## src/rtl/glyph_render_if.sv

```systemverilog
// rtl/glyph_render_if.sv - scan index, font memory and pixel signals of glyph_render
// master drives the scan position and font data, slave is the renderer.
interface glyph_render_if #(
  parameter int CHAR_W = 32,
  parameter int CHAR_H = 32
);
  logic [9:0]                h_index;
  logic [9:0]                v_index;
  logic [CHAR_W-1:0]         line_buffer;
  logic [2:0]                digit_sel;
  logic [$clog2(CHAR_H)-1:0] line_sel;
  logic                      en_mem;
  logic                      pixel_out;
  logic                      pixel_active;

  modport master (
    output h_index, v_index, line_buffer,
    input  digit_sel, line_sel, en_mem, pixel_out, pixel_active
  );

  modport slave (
    input  h_index, v_index, line_buffer,
    output digit_sel, line_sel, en_mem, pixel_out, pixel_active
  );
endinterface

```

## src/rtl/glyph_render.sv

```systemverilog
// rtl/glyph_render.sv - three-stage glyph row renderer with font memory request port
// Optional blinking cells are enabled by defining GLYPH_RENDER_BLINK_EN.
module glyph_render #(
  parameter int NUM_DIGITS = 3,
  parameter int CHAR_W     = 32,
  parameter int CHAR_H     = 32,
  parameter int X0         = 100,
  parameter int PITCH      = 100,
  parameter int Y0         = 100
) (
  input  logic                  clk_gr,
  input  logic                  rst_n_gr,
`ifdef GLYPH_RENDER_BLINK_EN
  input  logic [NUM_DIGITS-1:0] blink_mask,
`endif
  glyph_render_if.slave         gr
);

  localparam int CW_B = $clog2(CHAR_W);
  localparam int CH_B = $clog2(CHAR_H);

  logic [31:0]     h_ext;
  logic [31:0]     v_ext;
  logic [31:0]     left;
  logic            in_win;
  logic [2:0]      hit_k;
  logic [CW_B-1:0] hit_col;
  logic [CH_B-1:0] hit_line;
  logic [CW_B-1:0] col_s1;
  logic [CW_B-1:0] col_s2;
  logic            vld_s2;
  logic            blank_s2;
`ifdef GLYPH_RENDER_BLINK_EN
  logic            hit_blink;
  logic [5:0]      frame_cnt;
  logic            blink_s1;
  logic            blink_s2;
`endif

  // Subtractions only feed registers when in_win, so they never wrap into use.
  always_comb begin
    h_ext    = {22'd0, gr.h_index};
    v_ext    = {22'd0, gr.v_index};
    left     = '0;
    in_win   = 1'b0;
    hit_k    = '0;
    hit_col  = '0;
    hit_line = CH_B'(v_ext - 32'(Y0));
`ifdef GLYPH_RENDER_BLINK_EN
    hit_blink = 1'b0;
`endif
    if (v_ext >= 32'(Y0) && v_ext < 32'(Y0 + CHAR_H)) begin
      for (int k = 0; k < NUM_DIGITS; k++) begin
        left = 32'(X0 + k * PITCH);
        if (h_ext >= left && h_ext < left + 32'(CHAR_W)) begin
          in_win  = 1'b1;
          hit_k   = 3'(k);
          hit_col = CW_B'(h_ext - left);
`ifdef GLYPH_RENDER_BLINK_EN
          hit_blink = blink_mask[k];
`endif
        end
      end
    end
  end

  // CHAR_W is a power of two, so CHAR_W-1-col is simply ~col.
  always_ff @(posedge clk_gr or negedge rst_n_gr) begin
    if (!rst_n_gr) begin
      gr.en_mem       <= 1'b0;
      gr.digit_sel    <= '0;
      gr.line_sel     <= '0;
      gr.pixel_out    <= 1'b0;
      gr.pixel_active <= 1'b0;
      col_s1          <= '0;
      col_s2          <= '0;
      vld_s2          <= 1'b0;
    end else begin
      gr.en_mem <= in_win;
      if (in_win) begin
        gr.digit_sel <= hit_k;
        gr.line_sel  <= hit_line;
        col_s1       <= hit_col;
      end
      col_s2          <= col_s1;
      vld_s2          <= gr.en_mem;
      gr.pixel_active <= vld_s2;
      gr.pixel_out    <= vld_s2 & gr.line_buffer[~col_s2] & ~blank_s2;
    end
  end

`ifdef GLYPH_RENDER_BLINK_EN
  // The blink decision rides alongside the column so it lands on the same pixel.
  always_ff @(posedge clk_gr or negedge rst_n_gr) begin
    if (!rst_n_gr) begin
      frame_cnt <= '0;
      blink_s1  <= 1'b0;
      blink_s2  <= 1'b0;
    end else begin
      if (gr.h_index == 10'd0 && gr.v_index == 10'd0) begin
        frame_cnt <= frame_cnt + 6'd1;
      end
      if (in_win) begin
        blink_s1 <= frame_cnt[5] & hit_blink;
      end
      blink_s2 <= blink_s1;
    end
  end
  assign blank_s2 = blink_s2;
`else
  assign blank_s2 = 1'b0;
`endif

endmodule
```

## src/flat_wrapper.sv

```systemverilog
// flat-port wrapper written by rule: the top's interface ports become plain ports
module glyph_render_flat 
#(
  parameter int NUM_DIGITS = 3,
  parameter int CHAR_W     = 32,
  parameter int CHAR_H     = 32,
  parameter int X0         = 100,
  parameter int PITCH      = 100,
  parameter int Y0         = 100
)
  (clk_gr, rst_n_gr, gr_h_index, gr_v_index, gr_line_buffer, gr_digit_sel, gr_line_sel, gr_en_mem, gr_pixel_out, gr_pixel_active);
  glyph_render_if #(.CHAR_W(CHAR_W), .CHAR_H(CHAR_H)) gr_i ();
  input  logic clk_gr;
  input  logic rst_n_gr;
  input wire logic [$bits(gr_i.h_index)-1:0] gr_h_index;
  input wire logic [$bits(gr_i.v_index)-1:0] gr_v_index;
  input wire logic [$bits(gr_i.line_buffer)-1:0] gr_line_buffer;
  output wire logic [$bits(gr_i.digit_sel)-1:0] gr_digit_sel;
  output wire logic [$bits(gr_i.line_sel)-1:0] gr_line_sel;
  output wire logic [$bits(gr_i.en_mem)-1:0] gr_en_mem;
  output wire logic [$bits(gr_i.pixel_out)-1:0] gr_pixel_out;
  output wire logic [$bits(gr_i.pixel_active)-1:0] gr_pixel_active;
  assign gr_i.h_index = gr_h_index;
  assign gr_i.v_index = gr_v_index;
  assign gr_i.line_buffer = gr_line_buffer;
  assign gr_digit_sel = gr_i.digit_sel;
  assign gr_line_sel = gr_i.line_sel;
  assign gr_en_mem = gr_i.en_mem;
  assign gr_pixel_out = gr_i.pixel_out;
  assign gr_pixel_active = gr_i.pixel_active;
  glyph_render #(.NUM_DIGITS(NUM_DIGITS), .CHAR_W(CHAR_W), .CHAR_H(CHAR_H), .X0(X0), .PITCH(PITCH), .Y0(Y0)) u_core (.clk_gr(clk_gr), .rst_n_gr(rst_n_gr), .gr(gr_i));
endmodule
```

## config.mk

```make
export PLATFORM = sky130hd
export DESIGN_NAME = glyph_render_flat
export DESIGN_NICKNAME = d
export VERILOG_FILES = /design/src/rtl/glyph_render_if.sv /design/src/rtl/glyph_render.sv /design/src/flat_wrapper.sv
export SDC_FILE = /design/constraint.sdc
export NUM_CORES = 1
export LEC_CHECK = 0
export ABC_AREA = 1
export CAP_MARGIN = 20
export CORE_MARGIN = 10
export CORE_UTILIZATION = 46
export CTS_CLUSTER_DIAMETER = 150
export CTS_CLUSTER_SIZE = 14
export DETAILED_ROUTE_END_ITERATION = 10
export GPL_ROUTABILITY_DRIVEN = 0
export PLACE_DENSITY = 0.85
export SLEW_MARGIN = 20
export SYNTH_ARGS = -nofsm -noshare
export SYNTH_HDL_FRONTEND = slang
export SYNTH_SLANG_ARGS = --single-unit
```

## constraint.sdc

```tcl
create_clock -name clk_gr -period 2.28 [get_ports clk_gr]
set_input_delay 0.342 -clock clk_gr [delete_from_list [all_inputs] [get_ports clk_gr]]
set_output_delay 0.342 -clock clk_gr [all_outputs]
set_load 0.005 [all_outputs]
```

==> results of run 1 <==
power by group through the flow:
| stage | Combinational, uW | Sequential, uW | Clock (uW) |
|---|---|---|---|
| after floorplan | 264 | 471 | 0 |
| after global placement | 444 | 484 | 0 |
| after detailed placement | 453 | 486 | 0 |
| after CTS | 455 | 479 | 174 |
| after global routing | 507 | 488 | 196 |
| final | 451 | 478 | 169 |
cells in the mapped netlist, types with 2 or more instances:
library cell	instances	area [um2]
nor2_1	15	56.3
clkinv_1	3	11.3
dfrtp_1	21	526
buf_2	4	20.0
nand3_1	29	145
o21ai_1	4	20.0
nand2_1	77	289
inv_2	4	15.0
inv_1	21	78.8
nand4_1	3	18.8
nor2_2	4	25.0
o21ai_2	5	43.8
xnor2_1	2	17.5
nand2_2	9	56.3
nand2_4	4	45.0
ha_1	6	75.1
worst paths after layout:
kind                                            start                           endpoint  slack [ps]  depth (start not counted)
min                                          rst_n_gr  u_core.gr.line_sel[0]$_DFFE_PN0P_         360                          2
min reg2reg                   u_core.vld_s2$_DFF_PN0_   u_core.gr.pixel_active$_DFF_PN0_         390                          0
max reg2reg                u_core.col_s2[1]$_DFF_PN0_      u_core.gr.pixel_out$_DFF_PN0_         820                          8
min in group clk_gr           u_core.vld_s2$_DFF_PN0_   u_core.gr.pixel_active$_DFF_PN0_         390                          0
max in group asynchronous                    rst_n_gr       u_core.col_s1[4]$_DFFE_PN0P_        1710                          2
max                                     gr_h_index[3]  u_core.gr.line_sel[2]$_DFFE_PN0P_         390                         13
registers in the layout, indices dropped and copies added (netlist names):
signal	count
u_core.col_s1	5
u_core.col_s2	5
u_core.gr.line_sel	5
u_core.gr.digit_sel	2
u_core.gr.en_mem	1
u_core.gr.pixel_active	1
u_core.gr.pixel_out	1
u_core.vld_s2	1
routing by layer:
layer / part of all wire (%) / wire length [um] / GRT usage (%) / vias up
met3: 2.9 / 119 / 1.14 / 4
met4: 1.2 / 47 / 4.30 / 0
li1: - / - / - / 811
met2: 49 / 2000 / 23.9 / 39
met5: 0 / 0 / 0 / -
met1: 47 / 1890 / 15.5 / 683
metrics by stage:
stage / total power, uW / cells / hold slack, ps / setup slack (ps)
6_report: 1100 / 331 / 359 / 395
3_5_place_dp: 939 / 327 / 368 / 109
3_3_place_gp: 928 / 327 / 364 / 193
4_1_cts: 1110 / 331 / 366 / 409
5_1_grt: 1190 / 331 / 382 / 314
2_1_floorplan: 735 / 223 / 46.4 / 760
layout by cell type (no fill, tap or decap), drive strengths merged:
cell type      instances
clkinv                 4
dfrtp                 21
clkdlybuf4s50         63
nor3b                  1
a21oi                  2
nand3                 30
conb                   1
nand4                  3
inv                   25
xor2                   1
nand2                 91
o21ai                 10
nor2                  20
xnor2                  2
clkbuf                 3
ha                     6
buf                    2
cell type report:
cell class | count | area [um2]
Clock buffer | 3 | 22.5
Clock inverter | 1 | 5.00
Fill cell | 301 | 1060
Inverter | 28 | 105
Multi-Input combinational cell | 167 | 885
Sequential cell | 21 | 526
Tap cell | 46 | 57.6
Timing Repair Buffer | 65 | 646
cell families after synthesis:
kind of cell,after synthesis,synth area share (%)
other,1,0.238
AO/OA/AOI/OAI,12,5.72
flip-flops,21,33.4
buffers and inverters,35,10.4
adder cells (fa/ha/maj),6,4.77
AND/OR/NAND/NOR,145,43.8
XOR/XNOR,3,1.67
==> flow_summary.ini, run 1 <==
[worst_setup_path]
crit_buf_inv = 3
endpoint_kind = flip-flop
critPathLaunchType = primary input
criticalPathCategory = in2reg
cp_slowest_stage_delay_ps = 560
cpMostUsedCell = nand2_1
slowest_stage = clkdlybuf4s50_1
cp.arrival_ps = 2070
crit_required_ps = 2470
critical-path-top-delay-family = buffers and inverters
path_cells = clkdlybuf4s50_1, inv_1, ha_1, inv_1, nor2_1, nand2_1, nand2_1, nand2_1, nand2_2, nand2_4, nand2_8, nand2_1, o21ai_2
crit_fanout = 18

[drt]
viasPerCell = 4.64
drt_first_pass_iters = 4
dr_total_vias = 1537
ant_nets = 0
drc_errors = 0
wl_um = 4060
drt-initial-drc-count = 65
wl_per_cell_um = 12.3

[timing]
rsz0062_at_grt = false
finClkSkew_ps = 9.30
setup_tns_ps = 0
drv_slew = 0
period_share_pct = 82.7
hold_viol = 0
fmax_ghz = 0.531
finalSetupViolCount = 0
min_period_ps = 1890

[finish]
n_antenna_cell = 0
layout-drive-gt1-share_pct = 13.0
finalInstanceArea_um2 = 2250
finalNetCount = 346
post-route-util_pct = 67.8
areaGrowthSynthToFinish_pct = 42.7

[pwr]
leakage_uw = 0.00109
p_switching_uw = 368
vdd_drop_max_mv = 0.207
comb_power_share_pct = 41.1
switching_share_pct = 33.5
seqPwrFrac_pct = 43.6
intPower_uw = 729
power_frac_clock_pct = 15.4
power.density_nw_per_um2 = 489

[die]
core_area_um2 = 3310
ios = 65
die_area_um2 = 6160
die_y_um = 78.5
fp.dieW_um = 78.5
initial_utilization_pct = 47.5
fp-row-count = 21

[placed_design]
portBuffers = 63
hpwl_um = 3420
dpl_cell_area_um2 = 2220

[min_path]
hold_path.class = in2async

[synthesis]
netlist_area_um2 = 1570
yosys_warnings = 0
synthCells = 223
ys_ff_latch = 21
synth_edf_count = 0
syn-num-nets = 283
synth_ff_type = dfrtp_1
yosysUniqueCellTypes = 28
async_reset_ff_share_pct = 100
ys_seq_area_share_pct = 33.4
avgSynthCellArea_um2 = 7.06

[clock_network]
clk_pin_slew_ps = 110
cts_resized = 0
hold_buffers = 0
htree_levels = 1
clock_sinks = 21
cts_made_buffers = 3
clock_path_buffers = 2
post_cts.repair.setup_buffers = 0
clk_latency_ps = 300
root_buffer = clkbuf_4
tritoncts = built

[global_route]
grt_usage_pct = 13.0
grt_start_max_net_pins = 22
grt_pass1_vias = 1544
gr-total-overflow = 0
grt_pass1_wl_um = 6820
antenna_found_initial = 0

[status]
outcome = complete, no violations

[job]
cap_violations = 0
Note: power is estimated with default switching activity, not from simulation.
==> inputs of run 2 (changes only) <==
CORE_UTILIZATION = 43   (was 46)
PLACE_DENSITY = 0.8   (was 0.85)
clock period = 1.88 ns   (was 2.28 ns; I/O delays follow)
==> run 2 against run 1 <==
Net effect: critical path depth shrank 2; via count rose by 4.6%; sequential share of layout area fell by 1.4 points; cell count is 4.8% higher; highest routed layer unchanged; clock-buffer cell count up 1.
==> flow_summary.ini, run 2 (synthesis results as in run 1) <==
[status]
outcome = complete, no violations

[drt]
drc_errors = 0
drt_first_pass_iters = 4
viasPerCell = 4.63
drt-initial-drc-count = 19
dr_total_vias = 1608
wl_per_cell_um = 12.0
wl_um = 4150
ant_nets = 0

[pwr]
leakage_uw = 0.00119
switching_share_pct = 31.7
vdd_drop_max_mv = 0.251
p_switching_uw = 455
power_frac_clock_pct = 19.4
comb_power_share_pct = 40.5
power.density_nw_per_um2 = 600
seqPwrFrac_pct = 40.2
intPower_uw = 980

[die]
fp-row-count = 21
ios = 65
die_y_um = 80.5
initial_utilization_pct = 45.7
core_area_um2 = 3440
die_area_um2 = 6480
fp.dieW_um = 80.5

[worst_setup_path]
endpoint_kind = flip-flop
critPathLaunchType = primary input
crit_buf_inv = 3
cp.arrival_ps = 1830
critical-path-top-delay-family = buffers and inverters
r2r_slack_ps = 570
cp_slowest_stage_delay_ps = 510
path_cells = clkdlybuf4s50_1, inv_1, ha_1, inv_1, nor2_2, nand2_1, nand2_1, a21oi_4, nand2_8, nand2_1, o21ai_2
crit_fanout = 18
slowest_stage = clkdlybuf4s50_1
criticalPathCategory = in2reg
cpMostUsedCell = nand2_1
r2r-end = u_core.gr.pixel_out$_DFF_PN0_
r2r_cells = 9
r2r-start = u_core.col_s2[0]$_DFF_PN0_
crit_required_ps = 2030

[timing]
min_period_ps = 1680
finalSetupViolCount = 0
period_share_pct = 89.5
rsz0062_at_grt = false
finClkSkew_ps = 0.787
holdWs_ps = 355
drv_slew = 0
hold_viol = 0
fmax_ghz = 0.594
setup_tns_ps = 0

[finish]
reg_top3 = u_core.col_s1 (5), u_core.col_s2 (5), u_core.gr.line_sel (5)
finalNetCount = 362
final_common_cell = nand2_1
n_antenna_cell = 0
areaGrowthSynthToFinish_pct = 51.7
final_cell_mix = nand2_1 (77), clkdlybuf4s50_1 (61), nand3_1 (29)
layout-drive-gt1-share_pct = 17.6

[global_route]
use_met2_pct = 22.1
grt.busiest_layer = met2
grt_use_met3_pct = 2.78
grt_start_max_net_pins = 22
gr-total-overflow = 0
grt_pass1_wl_um = 6730
grt.met1_usage_pct = 14.8
antenna_found_initial = 0
grt_usage_pct = 12.7
grt_pass1_vias = 1517

[job]
cap_violations = 0

[clock_network]
clock_sinks = 21
clock_path_buffers = 2
htree_levels = 1
root_buffer = clkbuf_8
tritoncts = built
clk_latency_ps = 250
clk_pin_slew_ps = 70
cts_made_buffers = 3
post_cts.repair.setup_buffers = 0

[placed_design]
portBuffers = 63
hpwl_um = 3550

[min_path]
hold_path.class = in2async
## run 2: cell types whose count changed in the layout (fill, tap and decap cells not counted), sizes merged
cell / change
clkinv: -1
clkbuf: +1
clkdlybuf4s50: -2
buf: +16
dlymetal6s2s: +2
## run 2: through the flow
stage | cells | utilization [%] | instance area [um2] | total power [uW] | setup WS (ps)
after floorplan | 223 | - | 1570 | 891 | 420
after CTS | 347 | 69.2 | 2380 | 1450 | 134
after detailed placement | 343 | 67.9 | 2340 | 1170 | -146
final | 347 | 69.4 | 2390 | 1430 | 198
after global placement | 343 | 67.9 | 2340 | 1160 | -78.0
after global routing | 347 | 69.4 | 2390 | 1540 | 44.2
## run 2: layout make-up
| class | count | area, um2 |
|---|---|---|
| clock buffer | 4 | 45.0 |
| timing repair buffer | 81 | 771 |
| fill | 299 | 1050 |
| multi-input combinational | 167 | 885 |
| tap | 46 | 57.6 |
| inverter | 28 | 105 |
| sequential | 21 | 526 |
## run 2: power by group through the flow
stage / Clock, uW / Combinational (uW) / Sequential, uW
after floorplan: 0 / 320 / 571
after global placement: 0 / 575 / 580
after detailed placement: 0 / 588 / 582
after CTS: 288 / 588 / 576
after global routing: 305 / 651 / 584
final: 278 / 580 / 576
## run 2: worst max path at each step
stage          slack (ps)  cells past startpoint     startpoint                                end
2_1_floorplan         420                     12  gr_v_index[3]       u_core.col_s1[2]$_DFFE_PN0P_
3_3_place_gp          -80                     13  gr_h_index[3]  u_core.gr.line_sel[4]$_DFFE_PN0P_
3_5_place_dp         -150                     13  gr_h_index[3]  u_core.gr.line_sel[1]$_DFFE_PN0P_
4_1_cts               130                     13  gr_h_index[3]  u_core.gr.line_sel[1]$_DFFE_PN0P_
5_1_grt                40                     13  gr_v_index[2]       u_core.col_s1[0]$_DFFE_PN0P_
6_report              200                     11  gr_v_index[2]  u_core.gr.line_sel[1]$_DFFE_PN0P_
## run 2: repair_timing
item	in CTS	in global routing
resized for setup	0	3
hold buffers	0	0
endpoints found under the setup margin	0	10
## run 2: routing by layer
| layer | share of wire, % | up-vias |
|---|---|---|
| met4 | 1.3 | 0 |
| met3 | 6.2 | 4 |
| met5 | 0 | - |
| li1 | - | 844 |
| met1 | 44 | 714 |
| met2 | 48 | 46 |
